File: src/rtl/mpu_frame_asm.sv
// MPU6050 sequencer and frame assembler: one-time init request, periodic burst-read launch,
// 14-byte collection into seven signed words with timeout abort and missed-tick accounting.
module mpu_frame_asm #(
    parameter int INIT_DELAY_CYC = 5_000_000,
    parameter int PERIOD_CYC     = 100_000,
    parameter int TIMEOUT_CYC    = 50_000
) (
    input  logic        clk,
    input  logic        rst_n,
    input  logic        busy_now,
    input  logic        data_avalid,
    input  logic [7:0]  data,
    output logic        mpu_init,
    output logic        mpu_transfer,
    output logic        init_done,
    output logic [15:0] accel_x,
    output logic [15:0] accel_y,
    output logic [15:0] accel_z,
    output logic [15:0] temp,
    output logic [15:0] gyro_x,
    output logic [15:0] gyro_y,
    output logic [15:0] gyro_z,
    output logic        frame_valid,
    output logic        frame_err,
    output logic [7:0]  missed_cnt
);

    localparam int DLY_W = (INIT_DELAY_CYC > 1) ? $clog2(INIT_DELAY_CYC) : 1;
    localparam int PER_W = (PERIOD_CYC > 1) ? $clog2(PERIOD_CYC) : 1;
    localparam int TMO_W = (TIMEOUT_CYC > 1) ? $clog2(TIMEOUT_CYC) : 1;

    localparam logic [DLY_W-1:0] DLY_LAST = DLY_W'(INIT_DELAY_CYC - 1);
    localparam logic [DLY_W-1:0] DLY_ONE  = DLY_W'(1);
    localparam logic [PER_W-1:0] PER_LAST = PER_W'(PERIOD_CYC - 1);
    localparam logic [PER_W-1:0] PER_ONE  = PER_W'(1);
    localparam logic [TMO_W-1:0] TMO_LAST = TMO_W'(TIMEOUT_CYC - 1);
    localparam logic [TMO_W-1:0] TMO_ONE  = TMO_W'(1);
    localparam logic [3:0]       IDX_LAST = 4'd13;

    typedef enum logic [2:0] {
        PWR_WAIT,
        INIT,
        INIT_WAIT,
        IDLE,
        COLLECT
    } state_t;

    state_t           state_reg, state_next;
    logic [DLY_W-1:0] dly_reg, dly_next;
    logic [1:0]       hold_reg, hold_next;
    logic [PER_W-1:0] per_reg, per_next;
    logic [TMO_W-1:0] tmo_reg, tmo_next;
    logic [3:0]       idx_reg, idx_next;
    logic             init_pulse_reg, init_pulse_next;
    logic             xfer_reg, xfer_next;
    logic             init_done_reg, init_done_next;
    logic             fv_reg, fv_next;
    logic             fe_reg, fe_next;
    logic [7:0]       missed_reg, missed_next;
    logic             run, tick, load_frame, store_byte;

    // Slots 0..12 are buffered; slot 13 is taken straight from the bus on the final byte.
    logic [7:0] byte_buf [16];

    always_comb begin
        state_next      = state_reg;
        dly_next        = dly_reg;
        hold_next       = hold_reg;
        per_next        = per_reg;
        tmo_next        = tmo_reg;
        idx_next        = idx_reg;
        init_pulse_next = 1'b0;
        xfer_next       = 1'b0;
        init_done_next  = init_done_reg;
        fv_next         = 1'b0;
        fe_next         = 1'b0;
        missed_next     = missed_reg;
        load_frame      = 1'b0;
        store_byte      = 1'b0;

        run  = (state_reg == IDLE) || (state_reg == COLLECT);
        tick = run && (per_reg == PER_LAST);

        if (run) begin
            per_next = tick ? '0 : per_reg + PER_ONE;
        end

        // A tick is lost if a frame is still in flight or the I2C master is busy.
        if (tick && ((state_reg == COLLECT) || busy_now) && (missed_reg != 8'hFF)) begin
            missed_next = missed_reg + 8'd1;
        end

        case (state_reg)
            PWR_WAIT: begin
                if (dly_reg == DLY_LAST) begin
                    state_next      = INIT;
                    init_pulse_next = 1'b1;
                end else begin
                    dly_next = dly_reg + DLY_ONE;
                end
            end
            INIT: begin
                state_next = INIT_WAIT;
                hold_next  = 2'd0;
            end
            INIT_WAIT: begin
                // The master needs a couple of cycles to raise busy after the request.
                if (hold_reg != 2'd2) begin
                    hold_next = hold_reg + 2'd1;
                end else if (!busy_now) begin
                    init_done_next = 1'b1;
                    per_next       = '0;
                    state_next     = IDLE;
                end
            end
            IDLE: begin
                if (tick && !busy_now) begin
                    xfer_next  = 1'b1;
                    idx_next   = 4'd0;
                    tmo_next   = '0;
                    state_next = COLLECT;
                end
            end
            COLLECT: begin
                if (data_avalid) begin
                    tmo_next = '0;
                    if (idx_reg == IDX_LAST) begin
                        load_frame = 1'b1;
                        fv_next    = 1'b1;
                        state_next = IDLE;
                    end else begin
                        store_byte = 1'b1;
                        idx_next   = idx_reg + 4'd1;
                    end
                end else if (tmo_reg == TMO_LAST) begin
                    fe_next    = 1'b1;
                    state_next = IDLE;
                end else begin
                    tmo_next = tmo_reg + TMO_ONE;
                end
            end
            default: state_next = PWR_WAIT;
        endcase
    end

    always_ff @(posedge clk or negedge rst_n) begin
        if (!rst_n) begin
            state_reg      <= PWR_WAIT;
            dly_reg        <= '0;
            hold_reg       <= '0;
            per_reg        <= '0;
            tmo_reg        <= '0;
            idx_reg        <= '0;
            init_pulse_reg <= 1'b0;
            xfer_reg       <= 1'b0;
            init_done_reg  <= 1'b0;
            fv_reg         <= 1'b0;
            fe_reg         <= 1'b0;
            missed_reg     <= '0;
        end else begin
            state_reg      <= state_next;
            dly_reg        <= dly_next;
            hold_reg       <= hold_next;
            per_reg        <= per_next;
            tmo_reg        <= tmo_next;
            idx_reg        <= idx_next;
            init_pulse_reg <= init_pulse_next;
            xfer_reg       <= xfer_next;
            init_done_reg  <= init_done_next;
            fv_reg         <= fv_next;
            fe_reg         <= fe_next;
            missed_reg     <= missed_next;
        end
    end

    always_ff @(posedge clk) begin
        if (store_byte) begin
            byte_buf[idx_reg] <= data;
        end
    end

    genvar gi;
    generate
        for (gi = 0; gi < 7; gi++) begin : g_word
            logic [15:0] word_reg;
            logic [7:0]  lo_byte;
            if (gi == 6) begin : g_last
                assign lo_byte = data;
            end else begin : g_buf
                assign lo_byte = byte_buf[2*gi+1];
            end
            always_ff @(posedge clk or negedge rst_n) begin
                if (!rst_n) begin
                    word_reg <= '0;
                end else if (load_frame) begin
                    word_reg <= {byte_buf[2*gi], lo_byte};
                end
            end
        end
    endgenerate

    assign accel_x      = g_word[0].word_reg;
    assign accel_y      = g_word[1].word_reg;
    assign accel_z      = g_word[2].word_reg;
    assign temp         = g_word[3].word_reg;
    assign gyro_x       = g_word[4].word_reg;
    assign gyro_y       = g_word[5].word_reg;
    assign gyro_z       = g_word[6].word_reg;
    assign mpu_init     = init_pulse_reg;
    assign mpu_transfer = xfer_reg;
    assign init_done    = init_done_reg;
    assign frame_valid  = fv_reg;
    assign frame_err    = fe_reg;
    assign missed_cnt   = missed_reg;

endmodule

File: config.mk
export PLATFORM = sky130hd
export DESIGN_NAME = mpu_frame_asm
export DESIGN_NICKNAME = d
export VERILOG_FILES = /design/src/rtl/mpu_frame_asm.sv
export SDC_FILE = /design/constraint.sdc
export NUM_CORES = 1
export LEC_CHECK = 0
export ABC_AREA = 1
export CORE_ASPECT_RATIO = 0.75
export CORE_MARGIN = 2
export CORE_UTILIZATION = 40
export DETAILED_ROUTE_END_ITERATION = 10
export PLACE_DENSITY_LB_ADDON = 0.12
export SLEW_MARGIN = 20
export SYNTH_ARGS = -nofsm -noshare
export SYNTH_HDL_FRONTEND = slang
export SYNTH_SLANG_ARGS = --single-unit
export TNS_END_PERCENT = 100
File: constraint.sdc
create_clock -name clk -period 2.6 [get_ports clk]
set_input_delay 0.39 -clock clk [delete_from_list [all_inputs] [get_ports clk]]
set_output_delay 0.39 -clock clk [all_outputs]
set_load 0.02 [all_outputs]
==> results.sh <==
export IMPL_cts_max_level=1
export IMPL_rsz0062_at_grt="no"
export IMPL_vias=9168
export IMPL_whs_ns=0.405
export IMPL_die_w_um=206
export IMPL_reg2reg_depth=8
export IMPL_drtPass1Iterations=5
export IMPL_drt_first_iter_violations=690
export IMPL_grt_usage=0.193
export IMPL_wire_per_inst_um=16.1
export IMPL_via_per_inst=4.85
export IMPL_synthCells=1304
export IMPL_min_period_over_period=0.841
export IMPL_arrival_ns=2.43
export IMPL_async_flop_share=0.646
export IMPL_regToRegSetupSlack_ns=0.41
export IMPL_yosys_area_top_type="dfrtp_1"
export IMPL_cp_num_buf_inv=3
export IMPL_die_height_um=156
export IMPL_placementRows=55
export IMPL_synth_edf_count=104
export IMPL_clk_insertion_delay_late_ns=0.55
export IMPL_routabilityCongestion=0.862
export IMPL_cts_clk_slew_worst_paths_ns=0.06
export IMPL_grt_pass1_wl_um=48800
export IMPL_crit_chain="inv_1 -> ha_1 -> nand3_1 -> nand2_1 -> nor2_1 -> inv_1 -> nor3_1 -> buf_4"
export IMPL_status="finished, final reports clean"
export IMPL_drv_cap=0
export IMPL_setup_ws_ns=0.414
export IMPL_final_util=0.506
export IMPL_r2r_end="byte_buf[1][4]$_DFFE_PP_"
export IMPL_ioPinCount=137
export IMPL_skew_ns=0.0210
export IMPL_reg2reg_from="idx_reg[1]$_DFFE_PN0P_"
export IMPL_finalWirelength_um=30400
export IMPL_timing_slew_headroom=0.463
export IMPL_finalSetupTns_ns=0
export IMPL_crit_path_top_delay_cell="dfrtp_1"
export IMPL_hold_violations=0
export IMPL_crit_family="simple AND/OR/NAND/NOR gates"
export IMPL_end_kind="register"
export IMPL_setup_viol=0
export IMPL_critPathMostFrequentCell="inv_1"
export IMPL_grt_pass1_vias=8624
export IMPL_drc=0
export IMPL_synth_ff_type="dfrtp_1"
export IMPL_start_kind="register"
export IMPL_crit_fanout=8
export IMPL_worst_setup_path_type="reg -> reg"
export IMPL_syn_area_mm2=0.0123
export IMPL_ys_ff_latch=294
export IMPL_hold_class="in -> async"
export IMPL_drive_above_1_share=0.0697
export IMPL_synthToLayoutAreaGrowth_pct=24.4
export IMPL_synth_yosys_seq_area_share=0.641
export IMPL_tightest_slew_ns=0.803
export IMPL_dpl_hpwl_um=20100
export IMPL_n_antenna_cell=0
export IMPL_cts_buffers=30
export IMPL_port_buffers=136
export IMPL_yosysWarnings=0
export IMPL_place_ws_ns=0.213
export IMPL_initial_core_util=0.407
export IMPL_layout_nets=1489
export IMPL_largest_reg_flops=104
export IMPL_cts_path_max_buffers=3
export IMPL_clkSinkCount=294
export IMPL_synth_area_leaders="dfrtp_1 39%, edfxtp_1 25%, nand2_1 17%, nor2_1 3.2%, nand3_1 2.8%"
export IMPL_slew_violations=0
export IMPL_synth_top_area_frac=0.387
export IMPL_synth_cell_types=37
export IMPL_coreArea_mm2=0.0302
export IMPL_postSynthNetCount=1325
export IMPL_yosys_top_cells_count="560 x nand2_1, 190 x dfrtp_1, 105 x nor2_1, 104 x edfxtp_1, 81 x inv_1"
export IMPL_fin_crit_ns=2.19
export IMPL_grt_overflow_total=0
export IMPL_slowest_delay_ns=0.41
export IMPL_root_buffer="clkbuf_16"
export IMPL_antenna_found_initial=1
export IMPL_final_antenna_net_count=0
export IMPL_power_leakage_nw=6.95
export IMPL_powerDensity_mw_per_mm2=613
export IMPL_cts_tree="yes"
export IMPL_syn_area_per_cell_um2=9.42
export IMPL_required_ns=2.85
export IMPL_synth_most_common_cell="nand2_1"
export IMPL_fmax_mhz=457
export IMPL_vdd_drop_max_mv=0.551
export IMPL_grt_max_degree=113
export IMPL_die_area_mm2=0.0321
power breakdown:
group          internal, mW  leakage, nW  total, mW  switching [mW]
combinational        0.0407         2.92      0.169           0.128
clock                  2.58        0.483       4.39            1.81
sequential             4.81         3.55       4.81         0.00442
placed cells by master (no fill, tap or decap), drive strengths merged, types with 2 or more instances in the layout:
| cell | n |
|---|---|
| a21oi | 12 |
| a31o | 3 |
| buf | 29 |
| bufinv | 4 |
| clkbuf | 39 |
| clkdlybuf4s50 | 135 |
| clkinv | 12 |
| clkinvlp | 3 |
| dfrtp | 190 |
| edfxtp | 104 |
| ha | 9 |
| inv | 86 |
| nand2 | 563 |
| nand3 | 70 |
| nand3b | 2 |
| nand4 | 29 |
| nor2 | 109 |
| nor3 | 19 |
| nor3b | 2 |
| nor4 | 2 |
| o21ai | 41 |
| o21bai | 3 |
| or2 | 3 |
| xnor2 | 6 |
| xor2 | 13 |
cell type report:
class,instances,area (um^2)
Clock buffer,38,802
Clock inverter,18,198
Sequential cell,294,7880
Fill cell,2811,14900
Timing Repair Buffer,166,1670
Multi-Input combinational cell,889,3910
Tap cell,399,499
Inverter,87,328
routing by layer:
metal | up-vias | track usage | routed length (um)
met4 | 0 | 0.0306 | 388
met5 | - | 0 | 0
met2 | 226 | 0.271 | 12300
met3 | 32 | 0.0313 | 1630
li1 | 4520 | - | -
met1 | 4390 | 0.315 | 16000
how the worst max path moves through the flow:
stage | slack [ns] | to | from | depth (start not counted)
floorplan | 0.46 | byte_buf[12][0]$_DFFE_PP_ | idx_reg[1]$_DFFE_PN0P_ | 7
global placement | 0.27 | byte_buf[5][3]$_DFFE_PP_ | data_avalid | 6
detailed placement | 0.21 | byte_buf[2][6]$_DFFE_PP_ | data_avalid | 6
CTS | 0.40 | byte_buf[1][1]$_DFFE_PP_ | idx_reg[1]$_DFFE_PN0P_ | 8
global route | 0.26 | tmo_reg[0]$_DFFE_PN0P_ | per_reg[0]$_DFF_PN0_ | 10
finish | 0.41 | byte_buf[1][4]$_DFFE_PP_ | idx_reg[1]$_DFFE_PN0P_ | 8
what timing repair did:
item | in CTS | in global routing
endpoints found under the hold margin | 57 | 0
gates resized for setup | 0 | 0
hold buffers | 1 | 0
buffers inserted | 0 | 0
cell families (layout without fill, tap and decap cells):
kind of cell    count (synthesis)  after routing  share of synthesized area
fa+ha+maj                       9              9                    0.00917
buf+inv                       121            309                     0.0406
compound gates                 62             62                     0.0288
xor+xnor                       19             19                     0.0135
flops                         294            294                      0.641
simple gates                  799            799                      0.267
metrics by stage:
step                cells  area, um^2  power, mW
floorplan            1304       12300       4.92
global placement     1834       14300       5.07
detailed placement   1834       14300       5.08
CTS                  1891       15300       9.45
global route         1891       15300       9.68
finish               1891       15300       9.37
Power figures use the tool's default switching activity.
